`config.mk`:
```
export PLATFORM = sky130hd
export DESIGN_NAME = uart_tx_framer_flat
export DESIGN_NICKNAME = d
export VERILOG_FILES = /design/src/rtl/uart_pkg.sv /design/src/rtl/uart_tx_framer_if.sv /design/src/rtl/uart_baud_counter.sv /design/src/rtl/uart_tx_framer.sv /design/src/flat_wrapper.sv
export SDC_FILE = /design/constraint.sdc
export NUM_CORES = 1
export LEC_CHECK = 0
export CAP_MARGIN = 20
export CORE_MARGIN = 5
export CORE_UTILIZATION = 50
export CTS_CLUSTER_SIZE = 25
export DETAILED_ROUTE_END_ITERATION = 12
export PLACE_DENSITY = 0.7
export SLEW_MARGIN = 20
export SYNTH_ARGS = -nofsm -noshare
export SYNTH_HDL_FRONTEND = slang
export SYNTH_SLANG_ARGS = --single-unit
```
`constraint.sdc`:
```
create_clock -name clk -period 3 [get_ports clk]
set_input_delay 0.6 -clock clk [delete_from_list [all_inputs] [get_ports clk]]
set_output_delay 0.6 -clock clk [all_outputs]
set_load 0.02 [all_outputs]
```
`src/rtl/uart_pkg.sv`:
```
// Shared UART definitions: transmitter state encoding and serial line levels.
package uart_pkg;

   typedef enum logic [2:0] {
      IDLE   = 3'd0,
      START  = 3'd1,
      DATA   = 3'd2,
      PARITY = 3'd3,
      STOP   = 3'd4
   } state_t;

   localparam logic IDLE_LEVEL  = 1'b1;
   localparam logic START_LEVEL = 1'b0;
   localparam logic STOP_LEVEL  = 1'b1;

endpackage

```
`src/rtl/uart_tx_framer_if.sv`:
```
// Word-in / serial-out bundle between the synchronizer side and the UART framer.
interface uart_tx_framer_if #(
   parameter int DATA_WIDTH = 8
);

   logic                  data_valid;
   logic [DATA_WIDTH-1:0] data;
   logic                  parity_enable;
   logic                  parity_type;
   logic                  serial_out;
   logic                  busy;
   logic                  overrun;

   modport master (
      output data_valid,
      output data,
      output parity_enable,
      output parity_type,
      input  serial_out,
      input  busy,
      input  overrun
   );

   modport slave (
      input  data_valid,
      input  data,
      input  parity_enable,
      input  parity_type,
      output serial_out,
      output busy,
      output overrun
   );

endinterface

```
`src/rtl/uart_baud_counter.sv`:
```
// Bit-period timer: counts 0..CLKS_PER_BIT-1 while enabled and flags the last count.
module uart_baud_counter #(
   parameter int CLKS_PER_BIT = 4
) (
   input  logic clk,
   input  logic reset,
   input  logic enable,
   input  logic restart,
   output logic bit_done
);

   localparam int CNT_W = (CLKS_PER_BIT > 1) ? $clog2(CLKS_PER_BIT) : 1;
   localparam logic [CNT_W-1:0] LAST_COUNT = CNT_W'(CLKS_PER_BIT - 1);

   logic [CNT_W-1:0] count;

   assign bit_done = enable && (count == LAST_COUNT);

   always_ff @(posedge clk or posedge reset) begin
      if (reset) begin
         count <= '0;
      end else if (restart) begin
         count <= '0;
      end else if (enable) begin
         if (bit_done) begin
            count <= '0;
         end else begin
            count <= count + 1'b1;
         end
      end
   end

endmodule

```
`src/rtl/uart_tx_framer.sv`:
```
// UART transmit framer: one-word pending buffer behind the frame in flight,
// start + data (LSB first) + optional parity + stop, with overrun reporting.
module uart_tx_framer
   import uart_pkg::*;
#(
   parameter int DATA_WIDTH   = 8,
   parameter int CLKS_PER_BIT = 4
) (
   input logic              clk,
   input logic              reset,
   uart_tx_framer_if.slave  bus
);

   localparam int IDX_W = (DATA_WIDTH > 1) ? $clog2(DATA_WIDTH) : 1;
   localparam logic [IDX_W-1:0] LAST_IDX = IDX_W'(DATA_WIDTH - 1);

   state_t                state;
   state_t                state_next;
   logic [DATA_WIDTH-1:0] shift_reg;
   logic [DATA_WIDTH-1:0] shift_next;
   logic [IDX_W-1:0]      bit_idx;
   logic [IDX_W-1:0]      bit_idx_next;
   logic                  par_en;
   logic                  par_en_next;
   logic                  par_bit;
   logic                  par_bit_next;

   logic                  pend_valid;
   logic                  pend_valid_next;
   logic [DATA_WIDTH-1:0] pend_data;
   logic [DATA_WIDTH-1:0] pend_data_next;
   logic                  pend_par_en;
   logic                  pend_par_en_next;
   logic                  pend_par_bit;
   logic                  pend_par_bit_next;

   logic                  load_pend;
   logic                  load_in;
   logic                  drop;
   logic                  line_next;
   logic                  serial_q;
   logic                  overrun_q;
   logic                  bit_done;
   logic                  in_par_bit;

   // Parity is resolved at acceptance so later config changes cannot reach the frame.
   assign in_par_bit = (^bus.data) ^ bus.parity_type;

   uart_baud_counter #(
      .CLKS_PER_BIT (CLKS_PER_BIT)
   ) u_baud (
      .clk      (clk),
      .reset    (reset),
      .enable   (state != IDLE),
      .restart  (state == IDLE),
      .bit_done (bit_done)
   );

   always_comb begin
      state_next        = state;
      shift_next        = shift_reg;
      bit_idx_next      = bit_idx;
      par_en_next       = par_en;
      par_bit_next      = par_bit;
      pend_valid_next   = pend_valid;
      pend_data_next    = pend_data;
      pend_par_en_next  = pend_par_en;
      pend_par_bit_next = pend_par_bit;
      load_pend         = 1'b0;
      load_in           = 1'b0;
      drop              = 1'b0;
      line_next         = IDLE_LEVEL;

      case (state)
         IDLE: begin
            if (pend_valid) begin
               load_pend = 1'b1;
            end else if (bus.data_valid) begin
               load_in = 1'b1;
            end
         end
         START: begin
            if (bit_done) begin
               state_next   = DATA;
               bit_idx_next = '0;
            end
         end
         DATA: begin
            if (bit_done) begin
               shift_next = shift_reg >> 1;
               if (bit_idx == LAST_IDX) begin
                  state_next = par_en ? PARITY : STOP;
               end else begin
                  bit_idx_next = bit_idx + 1'b1;
               end
            end
         end
         PARITY: begin
            if (bit_done) begin
               state_next = STOP;
            end
         end
         STOP: begin
            if (bit_done) begin
               if (pend_valid) begin
                  load_pend = 1'b1;
               end else if (bus.data_valid) begin
                  load_in = 1'b1;
               end else begin
                  state_next = IDLE;
               end
            end
         end
         default: begin
            state_next = IDLE;
         end
      endcase

      if (load_pend) begin
         state_next      = START;
         shift_next      = pend_data;
         par_en_next     = pend_par_en;
         par_bit_next    = pend_par_bit;
         pend_valid_next = 1'b0;
      end

      if (load_in) begin
         state_next   = START;
         shift_next   = bus.data;
         par_en_next  = bus.parity_enable;
         par_bit_next = in_par_bit;
      end

      // A word arriving while the slot is being drained takes that slot.
      if (bus.data_valid && !load_in) begin
         if (!pend_valid || load_pend) begin
            pend_valid_next   = 1'b1;
            pend_data_next    = bus.data;
            pend_par_en_next  = bus.parity_enable;
            pend_par_bit_next = in_par_bit;
         end else begin
            drop = 1'b1;
         end
      end

      case (state_next)
         IDLE:    line_next = IDLE_LEVEL;
         START:   line_next = START_LEVEL;
         DATA:    line_next = shift_next[0];
         PARITY:  line_next = par_bit_next;
         STOP:    line_next = STOP_LEVEL;
         default: line_next = IDLE_LEVEL;
      endcase
   end

   always_ff @(posedge clk or posedge reset) begin
      if (reset) begin
         state      <= IDLE;
         bit_idx    <= '0;
         pend_valid <= 1'b0;
         serial_q   <= IDLE_LEVEL;
         overrun_q  <= 1'b0;
      end else begin
         state      <= state_next;
         bit_idx    <= bit_idx_next;
         pend_valid <= pend_valid_next;
         serial_q   <= line_next;
         overrun_q  <= drop;
      end
   end

   always_ff @(posedge clk) begin
      shift_reg    <= shift_next;
      par_en       <= par_en_next;
      par_bit      <= par_bit_next;
      pend_data    <= pend_data_next;
      pend_par_en  <= pend_par_en_next;
      pend_par_bit <= pend_par_bit_next;
   end

   assign bus.serial_out = serial_q;
   assign bus.busy       = (state != IDLE) | pend_valid;
   assign bus.overrun    = overrun_q;

endmodule

```
`src/flat_wrapper.sv`:
```
// flat-port wrapper written by rule: the top's interface ports become plain ports
module uart_tx_framer_flat import uart_pkg::*;
#(
   parameter int DATA_WIDTH   = 8,
   parameter int CLKS_PER_BIT = 4
)
  (clk, reset, bus_data_valid, bus_data, bus_parity_enable, bus_parity_type, bus_serial_out, bus_busy, bus_overrun);
  uart_tx_framer_if #(.DATA_WIDTH(DATA_WIDTH)) bus_i ();
  input logic clk;
  input logic reset;
  input wire logic [$bits(bus_i.data_valid)-1:0] bus_data_valid;
  input wire logic [$bits(bus_i.data)-1:0] bus_data;
  input wire logic [$bits(bus_i.parity_enable)-1:0] bus_parity_enable;
  input wire logic [$bits(bus_i.parity_type)-1:0] bus_parity_type;
  output wire logic [$bits(bus_i.serial_out)-1:0] bus_serial_out;
  output wire logic [$bits(bus_i.busy)-1:0] bus_busy;
  output wire logic [$bits(bus_i.overrun)-1:0] bus_overrun;
  assign bus_i.data_valid = bus_data_valid;
  assign bus_i.data = bus_data;
  assign bus_i.parity_enable = bus_parity_enable;
  assign bus_i.parity_type = bus_parity_type;
  assign bus_serial_out = bus_i.serial_out;
  assign bus_busy = bus_i.busy;
  assign bus_overrun = bus_i.overrun;
  uart_tx_framer #(.DATA_WIDTH(DATA_WIDTH), .CLKS_PER_BIT(CLKS_PER_BIT)) u_core (.clk(clk), .reset(reset), .bus(bus_i));
endmodule
```
==> Word level (Yosys, flattened, before mapping) <==
Index checks and enable logic that the tools add are counted.
{ "word_totals": {"ff_bits": 31, "in_bits": 13, "out_inout_bits": 3, "wordCells": 84} }
{ "op_classes": {"n_addsub": 2, "eq_ne": 12, "muxes": 39, "n_bitwise": 2, "n_reduce_logical": 16} }
{ "ops": {"columns": ["op", "n"], "rows": [
  ["$mux 3", 13],
  ["$mux 8", 4],
  ["$pmux 3 s5", 1],
  ["$mux 1", 14],
  ["$eq 3x2->1 const B", 4],
  ["$reduce_bool 3->1", 3],
  ["$reduce_xor 8->1", 1],
  ["$eq 3x1->1 const B", 2],
  ["$eq 3x3->1 const B", 2],
  ["$mux 2", 3],
  ["$pmux 3 s2", 1],
  ["$reduce_bool 2->1", 3],
  ["$ne 2x1->1 const B", 2],
  ["$pmux 1 s2", 2],
  ["$reduce_and 2->1", 2],
  ["$reduce_and 4->1", 1],
  ["$add 3x1->3 const B", 1],
  ["$logic_not 3->1", 1],
  ["$pmux 1 s3", 1],
  ["$add 2x1->2 const B", 1],
  ["$eq 2x2->1 const B", 1],
  ["$logic_and 1x1->1", 2],
  ["$logic_not 1->1", 2],
  ["$ne 2x2->1 const B", 1],
  ["other kinds (3)", 3]
]} }

==> Depth between registers and ports, before layout <==
Gate-level depths: netlist of the first run.
{ "logic_depth": {"word_depth": 8, "mapped_depth": 7, "depth_no_buf": 7} }

==> By module <==
A second synthesis of the first run with hierarchy kept.
{ "unflattened": {"cells_unflattened": 132, "hier_area_um2": 1501.4} }
{ "modules_own_cells": {"columns": ["mod", "instances", "cells_per_inst", "area_each_um2", "seq_area_each_um2"], "rows": [
  ["uart_tx_framer", 1, 122, 1391.3, 807.0],
  ["uart_baud_counter", 1, 10, 110.1, 50.0]
]} }

==> Least setup slack after synthesis of the first run <==
No wires, ideal clock.
{ "synth_timing": {"kind": "register to register", "start": "register u_core.u_baud.count[0]", "end": "register u_core.pend_data[0] (enable)", "setup_ns": 0.392, "t_arrival_ns": 1.886, "required_ns": 2.608, "path_slack_ns": 0.722, "stages_incl_launch_ff": 6, "n_path_buf": 0, "period_less_slack_ns": 2.278, "cell_sequence": "dfrtp_1 > ha_1 > nand2b_2 > nand2_1 > nand2_1 > a21boi_0"} }
{ "synth_between": {"elab_chain_cells": 7, "word_cells_on_any_way": 10, "classes_between": "eq/ne (1); mux (4); reduce/logical (5)"} }
{ "synth_lines": {"columns": ["element", "line", "source"], "rows": [
  ["from (decl)", "uart_baud_counter.sv:15", "logic [CNT_W-1:0] count;"],
  ["from (signal assigned)", "uart_baud_counter.sv:28", "count <= count + 1'b1;"],
  ["$eq 2x2->1 *", "uart_baud_counter.sv:17", "assign bit_done = enable && (count == LAST_COUNT);"],
  ["$logic_and 1x1->1 *", "uart_baud_counter.sv:17", null],
  ["$mux 1", "uart_tx_framer.sv:104", "if (bit_done) begin"],
  ["$pmux 1 s2", "uart_tx_framer.sv:74", "case (state)"],
  ["$logic_not 1->1", "uart_tx_framer.sv:135", "if (bus.data_valid && !load_in) begin"],
  ["$logic_and 1x1->1", "uart_tx_framer.sv:135", null],
  ["$reduce_and 2->1 (no source line) *", null, null],
  ["to (signal assigned)", "uart_tx_framer.sv:176", "pend_data <= pend_data_next;"],
  ["to (decl)", "uart_tx_framer.sv:30", "logic [DATA_WIDTH-1:0] pend_data;"]
]} }
Mark *: on every way between the ends. The rest lies on a longest branch, timed or not.
A chain may end at the register's enable or synchronous reset.

==> Final worst setup path of the first run <==
{ "layout_timing": {"start": "register u_core.state[0]", "end": "output port bus_busy"} }
{ "layout_between": {"elab_chain_cells": 2} }
{ "layout_lines": {"columns": ["element", "line", "source"], "rows": [
  ["from (decl)", "uart_tx_framer.sv:17", "state_t state;"],
  ["from (signal assigned)", "uart_tx_framer.sv:164", "state <= state_next;"],
  ["$reduce_bool 3->1", "uart_tx_framer.sv:182", "assign bus.busy = (state != IDLE) | pend_valid;"],
  ["$or 1x1->1", "uart_tx_framer.sv:182", null],
  ["to (decl)", "flat_wrapper.sv:16", "output wire logic [$bits(bus_i.busy)-1:0] bus_busy;"]
]} }
No other way between the ends.

==> impl_metrics.toml, run 1 <==
[logic_synthesis]
netlist_instances = 123
synth_compound_area_share_pct = 14.07
yosysTopAreaCell = "edfxtp_1"
synth_top_family_by_area = "compound AO/OA/AOI/OAI gates"
synthXorXnorAreaFrac_pct = 4.718
synth_fp_nets = 139
avgSynthCellArea_um2 = 12.07
ys_ff_latch = 31
ys_top_cells_by_area = "edfxtp_1, dfrtp_1, xnor2_1"
synthAdderAreaFrac_pct = 2.527
netlist_area_um2 = 1485
ys_seq_area_share_pct = 57.71
synth_simple_gate_area_share_pct = 13.40
ys_warn_count = 0
synthMuxAreaShare_pct = 3.117
yosysUniqueCellTypes = 43
yosys.area.top_type_share_pct = 36.39

[timing]
finClkSkew_ns = 0.005166
maxSlewViolCount = 0
relSlewSlack_pct = 65.59
fin_tns_setup_ns = 0
fmax_mhz = 396.6
tightestPinTransition_ns = 0.5090
hold_viol_final = 0
finalCritPeriodShare_pct = 84.05
grt_setup_unrepaired = "no"
setup_violations = 0
min_period_ns = 2.522

[placement]
port-buffer-count = 15
hpwlAfterDp_mm = 2.024
placed_area_um2 = 1668
place_congestion = 0.8461

[worst_setup_path]
path_cells = "or2_1 -> nor2_1 -> nand2_1 -> clkdlybuf4s50_1"
crit_type = "register to output port"
crit-reg2reg-launch = "u_core.u_baud.count[0]$_DFF_PP0_"
reg2reg_depth = 6
cp_num_buf_inv = 1
worst-endpoint-arrival_ns = 1.92
crit_required_ns = 2.40
crit_path_end_kind = "output port"
worstSetupStartpoint = "u_core.state[0]$_DFF_PP0_"
path_delay_family = "simple AND/OR/NAND/NOR gates"
cp-start-kind = "register"
crit_cells = 4
critPathMaxFanout = 12
critPathMaxStageDelay_ns = 0.54
slowest_stage = "clkdlybuf4s50_1"

[cts]
cts_hold_buf = 0
clock_latency_ns = 0.33
htree_num_levels = 2
path_clk_slew_ns = 0.09
cts_sinks = 31
post_cts_resized = 0
cts_made_buffers = 5
cts_setup_buffers = 0
cts_tree = "done"
cts_root_buf = "clkbuf_4"
clock_path_buffers = 2

[finish]
fin_nets = 160
fillCellCount = 230
multi_input_area_um2 = 561.8
final_cell_mix = "edfxtp_1, clkdlybuf4s50_1, inv_1"
layout_commonest_cell = "edfxtp_1"
post-route-util_pct = 62.04
syn2layout_area_growth_pct = 17.19
drive_gt1_share_pct = 13.79
final-seq-area_um2 = 857.1
fin_area_um2 = 1740
diodes = 0

[grt]
antenna_found_initial = 0
grt_use_met2_pct = 18.30
grt_usage_pct = 14.09
grt_pass1_wl_mm = 4.347
grt_overflow = 0
grt_pass1_vias = 928
grt_max_degree = 13
use_met1_pct = 19.93
busiest_layer = "met1"
met3_usage_pct = 7.254

[hold_path]
min_path_type = "register to register"
min_from = "u_core.u_baud.count[0]$_DFF_PP0_"
hold_depth = 1

[die]
die_w_um = 64.50
core_area_um2 = 2805
die_area_um2 = 4160
num_io_pins = 16
start_util_pct = 52.94
rows = 19
die_height_um = 64.50

[route]
routed_wl_mm = 2.661
routedWlPerCell_um = 15.12
drt_iter0_drc = 81
drt_pass1_iterations = 4
ant_nets = 0
via_per_inst = 5.750
vias = 1012
drc = 0

[status]
status = "completed"

[pwr]
ir_drop_v = 0.0004011
power_density_nw_per_um2 = 908.5
p_leak_nw = 0.7116

[flow_run]
cap_violations = 0
## routing by layer
layer | vias up | share of wire, %
li1 | 498 | -
met1 | 472 | 49
met2 | 38 | 43
met3 | 4 | 7.5
met4 | 0 | 0.79
met5 | - | 0
## kinds of logic after synthesis
kind of cell / after synthesis
DFF: 31
adders and majority gates: 3
AOI/OAI and AO/OA: 28
and+or+nand+nor: 34
xor gates and xnor gates: 8
muxes: 4
buffers and inverters: 15
## power by group
part / leakage, nW / internal, W / switching, W
combinational: 0.360 / 0.000271 / 0.000331
sequential: 0.314 / 0.000622 / 0.0000850
clock: 0.0375 / 0.000137 / 0.000136
total: 0.712 / 0.00103 / 0.000552
## through the flow
stage	hold slack, ns	total power [W]	cells	worst slack [ns]
2_1_floorplan	0.4150	0.001148	123	0.7220
3_3_place_gp	0.4260	0.001295	168	0.8565
3_5_place_dp	0.4337	0.001314	168	0.7949
4_1_cts	0.4465	0.001587	176	0.4622
5_1_grt	0.4764	0.001694	176	0.3244
6_report	0.4431	0.001581	176	0.4784
## cell usage after synthesis (all sizes together)
cell type	n
nand2b	1
and3	2
o32ai	1
nor2b	3
dfrtp	10
mux2	2
a22oi	4
o21a	1
nand2	8
xnor2	6
o22ai	1
mux2i	2
a31oi	1
dfxtp	2
or2	3
dfstp	1
and2	1
xor2	2
o211ai	1
inv	12
nor4b	1
nor3	1
and4	1
a222oi	5
nor2	7
nand3	3
and4b	1
ha	3
a21boi	1
buf	3
a2bb2oi	1
o21ai	6
nor3b	1
o21bai	1
a21oi	4
nor4bb	1
o211a	1
edfxtp	18
## worst paths after layout
path / end / slack (ns)
worst min-delay path: u_core.u_baud.count[0]$_DFF_PP0_ / 0.44
worst max register to register: u_core.shift_reg[1]$_DFFE_PP_ / 1.02
worst max-delay path: bus_busy / 0.48
min in group asynchronous: u_core.bus.overrun$_DFF_PP0_ / 0.55
worst min register to register: u_core.u_baud.count[0]$_DFF_PP0_ / 0.44
max in group asynchronous: u_core.bus.serial_out$_DFF_PP1_ / 2.14
## final cells by class
class	count	share of cell area, %
clock buffer	7	3.738
clock inverter	1	0.4313
inverter	12	2.588
multi-input combinational	77	32.28
sequential	31	49.25
tap	31	2.229
timing repair buffer	17	9.490
(Power assumes the default switching activity.)
==> inputs of run 2 (changes only) <==
--- a/config.mk
+++ b/config.mk
@@ -7,10 +7,10 @@
 export LEC_CHECK = 0
 export CAP_MARGIN = 20
 export CORE_MARGIN = 5
-export CORE_UTILIZATION = 50
+export CORE_UTILIZATION = 49
 export CTS_CLUSTER_SIZE = 25
 export DETAILED_ROUTE_END_ITERATION = 12
-export PLACE_DENSITY = 0.7
+export PLACE_DENSITY = 0.71
 export SLEW_MARGIN = 20
 export SYNTH_ARGS = -nofsm -noshare
 export SYNTH_HDL_FRONTEND = slang
==> constraint.sdc (replaced) <==
create_clock -name clk -period 2.08 [get_ports clk]
set_input_delay 0.416 -clock clk [delete_from_list [all_inputs] [get_ports clk]]
set_output_delay 0.416 -clock clk [all_outputs]
set_load 0.02 [all_outputs]
==> run 2 against run 1 <==
Net effect:
- non-clock buffer count is 4 higher
- sequential cell count stayed put
- clock power is 79% higher
- combinational power is 59% higher
- critical endpoint unchanged
- design area is 3.2% higher
- cell count is 3.4% higher
- clock-buffer cell count is 1 lower
- largest power group unchanged
- largest cell class unchanged
- global-route usage is 1.1 points higher
- highest routed layer unchanged
- register-to-register slack worse by 0.86 ns
- via count is 3.0% higher
- clock skew is 0.0096 ns higher
- first-iteration DRC count is 12% lower
==> impl_metrics.toml, run 2 (synthesis results as in run 1) <==
[worst_setup_path]
path_delay_family = "simple AND/OR/NAND/NOR gates"
r2r-end = "u_core.shift_reg[3]$_DFFE_PP_"
critPathMaxFanout = 4
slowest_stage = "dfrtp_1"
crit-reg2reg-launch = "u_core.u_baud.count[0]$_DFF_PP0_"
ff2ff_setup_slack_ns = 0.16
critPathMaxStageDelay_ns = 0.43
crit_required_ns = 1.66
cp-start-kind = "register"
cp_num_buf_inv = 1
crit_type = "register to output port"
path_cells = "or2_1 -> nor2_2 -> nand2_1 -> dlygate4sd2_1"
reg2reg_depth = 6
worst-endpoint-arrival_ns = 1.56
crit_path_end_kind = "output port"

[timing]
finClkSkew_ns = 0.01473
min_period_ns = 1.973
setup_violations = 0
hold_viol_final = 0
finalCritPeriodShare_pct = 94.86
fmax_mhz = 506.8
fin_tns_setup_ns = 0
grt_setup_unrepaired = "no"
tightestPinTransition_ns = 0.5966
relSlewSlack_pct = 59.67
maxSlewViolCount = 0

[cts]
htree_num_levels = 2
cts_sinks = 31
clock_latency_ns = 0.34
cts_root_buf = "clkbuf_4"
cts_tree = "done"
clock_path_buffers = 2
path_clk_slew_ns = 0.10
cts_hold_buf = 0
cts_made_buffers = 5

[finish]
final_cell_mix = "edfxtp_1, clkdlybuf4s50_1, inv_1"
drive_gt1_share_pct = 18.12
diodes = 0
fin_nets = 164
instances_no_fill = 182
syn2layout_area_growth_pct = 20.98
layout_commonest_cell = "edfxtp_1"

[grt]
grt_pass1_wl_mm = 4.802
grt_pass1_vias = 1036
grt_usage_pct = 15.18
grt_overflow = 0
antenna_found_initial = 0
grt_max_degree = 12

[placement]
hpwlAfterDp_mm = 2.123
place_congestion = 0.8979
port-buffer-count = 15
place_inst = 172

[die]
die_w_um = 65.06
core_area_um2 = 2978
start_util_pct = 49.87
rows = 20
die_height_um = 65.06
num_io_pins = 16
die_area_um2 = 4232

[hold_path]
min_path_type = "primary input to asynchronous set/reset pin"

[flow_run]
cap_violations = 0

[route]
drt_iter0_drc = 71
drt_pass1_iterations = 4
vias = 1042
via_per_inst = 5.725
routedWlPerCell_um = 15.98
drc = 0
routed_wl_mm = 2.909
ant_nets = 0

[pwr]
power_density_nw_per_um2 = 1361
power_switching_w = 0.0008242
p_clk_share_pct = 20.0
p_comb_share_pct = 39.2
swShare_pct = 33.70
seqPwrFrac_pct = 40.8
ir_drop_v = 0.0005437
p_leak_nw = 0.7394
internal-power_w = 0.001622

[status]
status = "completed"
run 2: changes by cell type in the layout (fill, tap and decap cells not counted), sizes merged:
cell / change
clkinvlp: -1
clkdlybuf4s50: -1
clkinv: +1
bufinv: +1
clkbuf: -1
buf: +4
dlygate4sd2: +1
run 2: how the worst max path moves through the flow:
stage	start	endpoint	slack, ns	cells after the start
final	u_core.state[1]$_DFF_PP0_	bus_busy	0.11	4
after global placement	u_core.u_baud.count[0]$_DFF_PP0_	u_core.bus.serial_out$_DFF_PP1_	0.13	6
after detailed placement	bus_data_valid	u_core.shift_reg[2]$_DFFE_PP_	0.1	4
after floorplan	u_core.u_baud.count[0]$_DFF_PP0_	u_core.pend_data[0]$_DFFE_PP_	0.06	5
after global routing	u_core.state[1]$_DFF_PP0_	bus_busy	0.009	4
after CTS	u_core.state[1]$_DFF_PP0_	bus_busy	0.02	4
run 2: final cells by class:
cell class / instances / area, um2
timing repair buffer: 21 / 193.9
fill: 258 / 1181
multi-input combinational: 77 / 573.1
sequential: 31 / 857.1
tap: 33 / 41.29
clock buffer: 6 / 51.30
clock inverter: 2 / 35.03
inverter: 12 / 45.04
run 2: worst register-to-register path, stage by stage, from the launching register on:
cell,delay (ns)
dfrtp_1,0.40
ha_2,0.24
nand2b_2,0.21
and2_4,0.19
and3_4,0.21
a222oi_1,0.35
inv_1,0.07
run 2: repair_timing:
action | CTS | global route
setup buffers | 0 | 2
gates resized for setup | 1 | 4
setup endpoints to repair | 1 | 3
run 2: stage by stage:
step	cell area (um2)	worst slack [ns]	util, %	total power [W]	hold slack [ns]
after floorplan	1485	0.06451	-	0.001656	0.2677
after global placement	1685	0.1308	56.60	0.001891	0.4254
after global routing	1797	0.009074	60.34	0.002634	0.3882
after detailed placement	1685	0.09811	56.60	0.001941	0.4381
after CTS	1770	0.01833	59.45	0.002435	0.3546
final	1797	0.1070	60.34	0.002446	0.3532
run 2: per-layer routing:
metal / global-route usage, % / vias to the layer above / part of all wire, %
li1: - / 506 / -
met1: 16.96 / 509 / 42
met2: 26.31 / 21 / 52
met3: 5.719 / 6 / 4.7
met4: 5.440 / 0 / 1.5
met5: 0 / - / 0
run 2: power groups by stage:
stage	logic [W]	registers, W	clock network (W)
2_1_floorplan	0.000653	0.00100	0
3_3_place_gp	0.000889	0.00100	0
3_5_place_dp	0.000929	0.00101	0
4_1_cts	0.000928	0.000999	0.000508
5_1_grt	0.00108	0.00102	0.000541
6_report	0.000960	0.000997	0.000489
==> inputs of run 3 (changes only) <==
--- a/config.mk
+++ b/config.mk
@@ -7,10 +7,10 @@
 export LEC_CHECK = 0
 export CAP_MARGIN = 20
 export CORE_MARGIN = 5
-export CORE_UTILIZATION = 49
+export CORE_UTILIZATION = 50
 export CTS_CLUSTER_SIZE = 25
 export DETAILED_ROUTE_END_ITERATION = 12
-export PLACE_DENSITY = 0.71
+export PLACE_DENSITY = 0.7
 export SLEW_MARGIN = 20
 export SYNTH_ARGS = -nofsm -noshare
 export SYNTH_HDL_FRONTEND = slang
==> constraint.sdc (replaced) <==
create_clock -name clk -period 2.45 [get_ports clk]
set_input_delay 0.49 -clock clk [delete_from_list [all_inputs] [get_ports clk]]
set_output_delay 0.49 -clock clk [all_outputs]
set_load 0.02 [all_outputs]
==> run 3 against run 2 <==
Net effect:
- critical path depth is the same
- design area shrank 2.8%
- sequential power shrank 13%
- core utilization grew 1.9 points
- via count shrank 2.8%
- clock skew shrank 0.0070 ns
- clock-buffer cell count grew 1
- largest cell class unchanged
- highest routed layer is now met3
==> impl_metrics.toml, run 3 (synthesis results as in run 1) <==
[worst_setup_path]
path_delay_family = "simple AND/OR/NAND/NOR gates"
critPathMaxStageDelay_ns = 0.48
crit_path_end_kind = "output port"
path_cells = "or2_1 -> nor2_1 -> nand2_1 -> dlymetal6s2s_1"
crit_type = "register to output port"
crit_required_ns = 1.96
worst-endpoint-arrival_ns = 1.59
critPathMaxFanout = 12
cp-start-kind = "register"
cp_num_buf_inv = 1
slowest_stage = "dfrtp_2"

[pwr]
power_density_nw_per_um2 = 1146
ir_drop_v = 0.0005190
swShare_pct = 34.49
p_leak_nw = 0.7136
seqPwrFrac_pct = 43.5
p_comb_share_pct = 37.5
p_clk_share_pct = 19.0
finalPower_w = 0.002001
power_switching_w = 0.0006901
internal-power_w = 0.001311

[timing]
fin_hold_ws_ns = 0.4460
relSlewSlack_pct = 64.59
grt_setup_unrepaired = "no"
hold_viol_final = 0
tightestPinTransition_ns = 0.5240
maxSlewViolCount = 0
fin_tns_setup_ns = 0
finClkSkew_ns = 0.007697
fmax_mhz = 481.0
finalCritPeriodShare_pct = 84.86
min_period_ns = 2.079
setup_violations = 0

[grt]
grt_pass1_vias = 943
grt_max_degree = 13
antenna_found_initial = 0
grt_overflow = 0
grt_usage_pct = 14.86
grt_pass1_wl_mm = 4.491

[route]
drt_pass1_iterations = 4
drc = 0
routed_wl_mm = 2.862
via_per_inst = 5.756
drt_iter0_drc = 58
routedWlPerCell_um = 16.26
vias = 1013
ant_nets = 0

[placement]
place_congestion = 0.8685
port-buffer-count = 15
placed_area_um2 = 1668
hpwlAfterDp_mm = 2.141
place_inst = 168

[finish]
fin_area_um2 = 1747
fin_nets = 160
diodes = 0
final-seq-area_um2 = 858.3
final_cell_mix = "edfxtp_1, clkdlybuf4s50_1, inv_1"
layout_commonest_cell = "edfxtp_1"
syn2layout_area_growth_pct = 17.61
fillCellCount = 236
multi_input_area_um2 = 561.8
drive_gt1_share_pct = 13.10
instances_no_fill = 176

[die]
die_area_um2 = 4160
rows = 19
num_io_pins = 16
core_area_um2 = 2805
die_w_um = 64.50
die_height_um = 64.50
start_util_pct = 52.94

[cts]
clock_latency_ns = 0.32
cts_made_buffers = 5
path_clk_slew_ns = 0.08
cts_root_buf = "clkbuf_4"
htree_num_levels = 2
cts_sinks = 31
clock_path_buffers = 2
cts_setup_buffers = 0
cts_tree = "done"

[status]
status = "completed"

[hold_path]
min_path_type = "register to register"

[flow_run]
cap_violations = 0
==> run 3: changes by cell type in the layout (fill, tap and decap cells not counted), sizes merged <==
cell / change
clkinv: -1
clkbuf: +1
dlygate4sd2: -1
buf: -4
dlymetal6s2s: +1
==> run 3: repair_timing <==
action / in CTS / in global routing
hold endpoints to repair: 0 / 0
setup endpoints to repair: 1 / 1
resized for setup: 1 / 1
hold buffers: 0 / 0
==> run 3: worst register-to-register path: stages (launching register included) <==
cell	delay, ns
dfrtp_1	0.42
ha_1	0.22
ha_1	0.24
nor2b_1	0.15
o21ai_0	0.23
a31oi_1	0.19
or2_1	0.26
o211a_1	0.22
==> run 3: cell type report <==
| type | count | share of cell area (%) |
|---|---|---|
| Clock buffer | 7 | 2.579 |
| Tap cell | 31 | 2.221 |
| Multi-Input combinational cell | 77 | 32.16 |
| Sequential cell | 31 | 49.14 |
| Clock inverter | 1 | 1.719 |
| Inverter | 12 | 2.579 |
| Timing Repair Buffer | 17 | 9.599 |
==> run 3: worst paths after layout <==
check	startpoint	to	slack [ns]	cells past startpoint
setup / recovery	u_core.state[0]$_DFF_PP0_	bus_busy	0.37	4
setup reg to reg	u_core.bit_idx[0]$_DFFE_PP0P_	u_core.bus.serial_out$_DFF_PP1_	0.44	7
hold reg to reg	u_core.u_baud.count[0]$_DFF_PP0_	u_core.u_baud.count[0]$_DFF_PP0_	0.45	1
hold / removal	u_core.u_baud.count[0]$_DFF_PP0_	u_core.u_baud.count[0]$_DFF_PP0_	0.45	1
max in group asynchronous	reset	u_core.bus.serial_out$_DFF_PP1_	1.65	2
min in group asynchronous	reset	u_core.bit_idx[2]$_DFFE_PP0P_	0.46	2
==> run 3: layer usage <==
metal | up-vias | global-route usage (%) | wire length (um)
li1 | 495 | - | -
met1 | 483 | 19.60 | 1381
met2 | 35 | 21.39 | 1309
met3 | 0 | 5.527 | 172
met4 | 0 | 7.652 | 0
met5 | - | 0 | 0
==> run 3: metrics by stage <==
step / setup WS, ns / utilization (%)
after global routing: 0.2780 / 62.27
final: 0.3710 / 62.27
after floorplan: 0.1720 / -
after CTS: 0.03071 / 62.18
after detailed placement: 0.3337 / 59.46
after global placement: 0.4145 / 59.46
==> run 3: power by group through the flow <==
stage / logic [W] / clock network [W] / registers (W)
detailed placement: 0.000746 / 0 / 0.000877
global placement: 0.000717 / 0 / 0.000869
floorplan: 0.000553 / 0 / 0.000853
CTS: 0.000752 / 0.000394 / 0.000868
finish: 0.000750 / 0.000379 / 0.000871
global route: 0.000828 / 0.000420 / 0.000888
